**src/rtl/synapse_accumulator.sv**
```systemverilog
`default_nettype none
// ============================================================================
// Module      : synapse_accumulator
// Description : Weighted spike summation feeding a leaky, saturating 8-bit
//               synaptic current register (LIF neuron input stage).
//               Optional macro SYN_INHIBIT_EN adds per-synapse inhibitory
//               polarity with a lower clamp at zero.
// Revision    : 1.0 - initial release
// ============================================================================
module synapse_accumulator #(
    parameter int N_SYN       = 4,
    parameter int W_BITS      = 8,
    parameter int DECAY_SHIFT = 3
) (
    input  logic                                  clk,
    input  logic                                  reset,
    input  logic                                  en,
    input  logic [N_SYN-1:0]                      spike_in,
    input  logic                                  wr_en,
    input  logic [((N_SYN > 1) ? $clog2(N_SYN) : 1)-1:0] wr_addr,
    input  logic [W_BITS-1:0]                     wr_data,
`ifdef SYN_INHIBIT_EN
    input  logic                                  wr_inh,
`endif
    output logic [W_BITS-1:0]                     current,
    output logic                                  sat
);

    localparam int ADDR_W = (N_SYN > 1) ? $clog2(N_SYN) : 1;
    localparam int SUM_W  = W_BITS + ADDR_W;
    // Two guard bits: one for the carry of current+sum, one for sign
    localparam int NXT_W  = SUM_W + 2;
    localparam logic [NXT_W-1:0] c_max = {{(NXT_W-W_BITS){1'b0}}, {W_BITS{1'b1}}};

    logic [W_BITS-1:0] r_weight [N_SYN];
    logic [SUM_W-1:0]  r_sum;       // excitatory (or only) stage-1 sum
    logic [W_BITS-1:0] r_current;
    logic              r_sat;

    logic [SUM_W-1:0]  w_sum;
    logic [W_BITS-1:0] w_shift;
    logic [W_BITS-1:0] w_leak;
    logic [NXT_W-1:0]  w_nxt;
    logic              w_over;

`ifdef SYN_INHIBIT_EN
    logic [N_SYN-1:0]  r_inh;
    logic [SUM_W-1:0]  r_inh_sum;
    logic [SUM_W-1:0]  w_inh_sum;
    logic              w_neg;
`endif

    always_ff @(posedge clk) begin
        if (reset) begin
            for (int i = 0; i < N_SYN; i++) begin
                r_weight[i] <= '0;
            end
`ifdef SYN_INHIBIT_EN
            r_inh <= '0;
`endif
        end else if (wr_en) begin
            // Addresses outside 0..N_SYN-1 match no entry and are dropped
            for (int i = 0; i < N_SYN; i++) begin
                if (wr_addr == ADDR_W'(i)) begin
                    r_weight[i] <= wr_data;
`ifdef SYN_INHIBIT_EN
                    r_inh[i]    <= wr_inh;
`endif
                end
            end
        end
    end

    // Summation reads the registered weights, so a same-cycle write is not seen
    always_comb begin
        w_sum = '0;
`ifdef SYN_INHIBIT_EN
        w_inh_sum = '0;
`endif
        for (int i = 0; i < N_SYN; i++) begin
            if (spike_in[i]) begin
`ifdef SYN_INHIBIT_EN
                if (r_inh[i]) begin
                    w_inh_sum = w_inh_sum + SUM_W'(r_weight[i]);
                end else begin
                    w_sum = w_sum + SUM_W'(r_weight[i]);
                end
`else
                w_sum = w_sum + SUM_W'(r_weight[i]);
`endif
            end
        end
    end

    assign w_shift = r_current >> DECAY_SHIFT;
    assign w_leak  = ((w_shift == '0) && (r_current != '0)) ? W_BITS'(1) : w_shift;

`ifdef SYN_INHIBIT_EN
    assign w_nxt  = NXT_W'(r_current) - NXT_W'(w_leak) + NXT_W'(r_sum) - NXT_W'(r_inh_sum);
    assign w_neg  = w_nxt[NXT_W-1];
    assign w_over = !w_neg && (w_nxt > c_max);
`else
    // leak never exceeds current, so this difference cannot go negative
    assign w_nxt  = NXT_W'(r_current) - NXT_W'(w_leak) + NXT_W'(r_sum);
    assign w_over = w_nxt > c_max;
`endif

    always_ff @(posedge clk) begin
        if (reset) begin
            r_sum     <= '0;
            r_current <= '0;
            r_sat     <= 1'b0;
`ifdef SYN_INHIBIT_EN
            r_inh_sum <= '0;
`endif
        end else if (en) begin
            r_sum <= w_sum;
            r_sat <= w_over;
`ifdef SYN_INHIBIT_EN
            r_inh_sum <= w_inh_sum;
            if (w_over) begin
                r_current <= c_max[W_BITS-1:0];
            end else if (w_neg) begin
                r_current <= '0;
            end else begin
                r_current <= w_nxt[W_BITS-1:0];
            end
`else
            r_current <= w_over ? c_max[W_BITS-1:0] : w_nxt[W_BITS-1:0];
`endif
        end else begin
            r_sat <= 1'b0;
        end
    end

    assign current = r_current;
    assign sat     = r_sat;

endmodule
`default_nettype wire

```
**config.mk**
```make
export PLATFORM = sky130hd
export DESIGN_NAME = synapse_accumulator
export DESIGN_NICKNAME = d
export VERILOG_FILES = /design/src/rtl/synapse_accumulator.sv
export SDC_FILE = /design/constraint.sdc
export NUM_CORES = 1
export LEC_CHECK = 0
export ABC_AREA = 1
export BUFFER_PORTS_ARGS = -buffer_cell sky130_fd_sc_hd__buf_4
export CAP_MARGIN = 10
export CORE_MARGIN = 2
export CORE_UTILIZATION = 35
export CTS_CLUSTER_SIZE = 12
export DETAILED_ROUTE_END_ITERATION = 7
export MAX_ROUTING_LAYER = met4
export PLACE_DENSITY = 0.48
export SLEW_MARGIN = 20
export SYNTH_ARGS = -nofsm -noshare
export SYNTH_HDL_FRONTEND = slang
export SYNTH_SLANG_ARGS = --single-unit
```
**constraint.sdc**
```tcl
create_clock -name clk -period 5.5 [get_ports clk]
set_clock_uncertainty 0.15 [all_clocks]
set_input_delay 0.55 -clock clk [delete_from_list [all_inputs] [get_ports clk]]
set_output_delay 0.55 -clock clk [all_outputs]
set_load 0.01 [all_outputs]
```
==> reports/results.ini <==
[route]
dr.pass1.iters = 5
dr_total_vias = 3910
drc = 0
routedWlPerCell_um = 13.44
first_iter_violations = 257
viasPerCell = 4.786
routed_wl_um = 10980
ant_nets = 0

[synth]
syn_area_um2 = 4343
synth_cells = 626
ys_seq_elements = 51
synth-seq-area-share_pct = 30.88
synth.distinct_cells = 39
avgSynthCellArea_um2 = 6.938
ys_warn_count = 0
synth_nets = 691

[cells_and_area]
layout_commonest_cell = nand2_1
syn2layout_area_growth_pct = 11.35
multi_input_area_um2 = 2527
fillers = 1299
postLayoutCellArea_um2 = 4836
layout_common_cells = nand2_1 (173), inv_1 (106), nor2_1 (64)
n_antenna_cell = 0
nets = 713
drive_above_1_share_pct = 7.396
register_area_um2 = 1341

[min_path]
worstHoldPathType = flop to flop

[clock_network]
clock_sinks = 51
htreeDepth = 2
numCtsBuffers = 5
post_cts_buffers = 0
cts_root_buffer = clkbuf_16
clk_latency_ps = 300
cts_resized = 0
ctsHoldBuffers = 0
tritoncts = built
cts.clk_slew.worst_paths_ps = 70
cts_buffer_depth = 2

[critical_path]
end_kind = flop
cp.required_ps = 5560
slowest_stage = o41ai_1
critPathMaxStageDelay_ps = 580
path_delay_family = simple AND/OR/NAND/NOR gates
crit_top_cell = nand2_1
crit_buf_inv = 4
worstPathArrival_ps = 4430
critical_path_peak_fanout = 9
cp_cell_sequence = inv_1, nand2_1, o41ai_1, ha_1, inv_1, fa_1, nand3_1, nand3_1, nand2_1, nand2_1, nor2_1, ha_1, inv_1, o21bai_1, a21oi_1, nand3_1, nand2_1, nand2_1, nor2_4, nand3_1, nand2_1, inv_1
critPathLaunchType = flop
crit_type = flop to flop

[outcome]
outcome = completed

[die]
die_h_um = 115.4
core_area_um2 = 12060
num_rows = 40
die-area_um2 = 13310
die_w_um = 115.4
start_util_pct = 36.01
boundaryPins = 27

[sta]
worst_slew_pin_slew_ps = 622.8
setup_violations = 0
setup_tns_ps = 0
timing.hold.ws_ps = 322.8
fin_crit_ps = 4371
rsz0062_at_grt = false
max_freq_mhz = 228.8
finalHoldViolCount = 0
fin_crit_sh_pct = 79.47
slew_viol_final = 0
max_slew_margin_pct = 58.22

[placement]
place_area_um2 = 4683
routabilityCongestion = 0.9083
dp_hpwl_um = 8888
portBuffers = 26

[power]
intPower_uw = 1179
power_uw = 2317
p_sw_uw = 1138
clkPwrFrac_pct = 14.3
peakVddDrop_uv = 280.4
powerDensity_nw_per_um2 = 479.0
p_leak_uw = 0.002532
swShare_pct = 49.11
p_seq_share_pct = 21.9
p_comb_share_pct = 63.8

[grt]
grt_overflow = 0
grt_pass1_vias = 3511
grt_pass1_wl_um = 17950
antenna_found_initial = 0
track_usage_pct = 18.02
grt_max_degree = 20

[flow_run]
drv_cap = 0

==> layout make-up <==
cell class,count,share of cell area [%]
inverters,109,8.461
clock inverters,3,0.5692
flip-flops and latches,51,27.74
well taps,168,4.347
multi-input cells,455,52.26
clock buffers,5,2.587
repair buffers,26,4.036
==> per-layer routing <==
metal	vias to the layer above	global-route usage, %	share of wire [%]
met1	1763	29.30	58
li1	2061	-	-
met3	6	2.741	4.1
met5	-	-	0
met4	0	4.016	0.80
met2	80	22.65	37
==> cells by family after synthesis <==
logic type,Yosys count,synth area share (%)
simple gates,323,31.72
flops,51,30.88
buf+inv,120,10.92
fa+ha+maj,47,14.41
compound gates,71,9.248
xor+xnor,14,2.823
==> synthesized netlist by cell type (all sizes together) <==
library cell / number / area (um2)
nand2: 175 / 661.9
a21boi: 1 / 7.510
and2: 1 / 6.260
fa: 5 / 100.1
a21o: 1 / 7.510
o21bai: 4 / 30.03
dfxtp: 19 / 380.4
nand3b: 3 / 22.52
a221oi: 1 / 8.760
o21ai: 20 / 118.9
o41ai: 1 / 8.760
a21oi: 40 / 200.2
buf: 6 / 31.28
dlygate4sd1: 1 / 8.760
ha: 42 / 525.5
clkinv: 2 / 7.510
nor3: 3 / 15.01
nand4: 13 / 81.33
o31ai: 1 / 7.510
a31oi: 2 / 12.51
nor2: 66 / 257.8
xnor2: 6 / 52.55
nand3: 60 / 320.3
xor2: 8 / 70.07
inv: 107 / 401.6
edfxtp: 32 / 960.9
clkbuf: 4 / 25.02
or2: 2 / 12.51
==> final timing paths <==
check | startpoint | end | slack (ps) | depth (start not counted)
min | r_sum[5] | r_sum[5] | 320 | 2
min reg2reg | r_sum[5] | r_sum[5] | 320 | 2
max reg2reg | current[6] | current[4] | 1130 | 22
max | current[6] | current[4] | 1130 | 22
==> metrics by stage <==
stage	cells	setup slack (ps)	util (%)
after global routing	817	650.3	40.09
after CTS	817	1162	40.09
after floorplan	626	1488	-
after detailed placement	809	1110	38.83
final	817	1129	40.09
after global placement	809	1152	38.83
==> power by group through the flow <==
stage               combinational [uW]  clock [uW]  sequential (uW)
CTS                               1460         342              507
floorplan                         1100           0              516
finish                            1480         332              507
detailed placement                1450           0              515
global placement                  1440           0              515
global route                      1670         356              514
==> worst reg2reg max path, cell delays in order, from the launching register on <==
cell and delay (ps):
dfxtp_1 310, inv_1 170, nand2_1 130, o41ai_1 580, ha_1 250, inv_1 50
fa_1 400, nand3_1 90, nand3_1 130, nand2_1 100, nand2_1 80, nor2_1 350
ha_1 370, inv_1 120, o21bai_1 90, a21oi_1 160, nand3_1 100, nand2_1 60
nand2_1 80, nor2_4 270, nand3_1 120, nand2_1 80, inv_1 30
==> flip-flops by register name, summed over array words and instances, names as in the netlist <==
register / flops
r_sum: 10
r_weight: 32
sat: 1
current: 8
(Power assumes the default switching activity.)
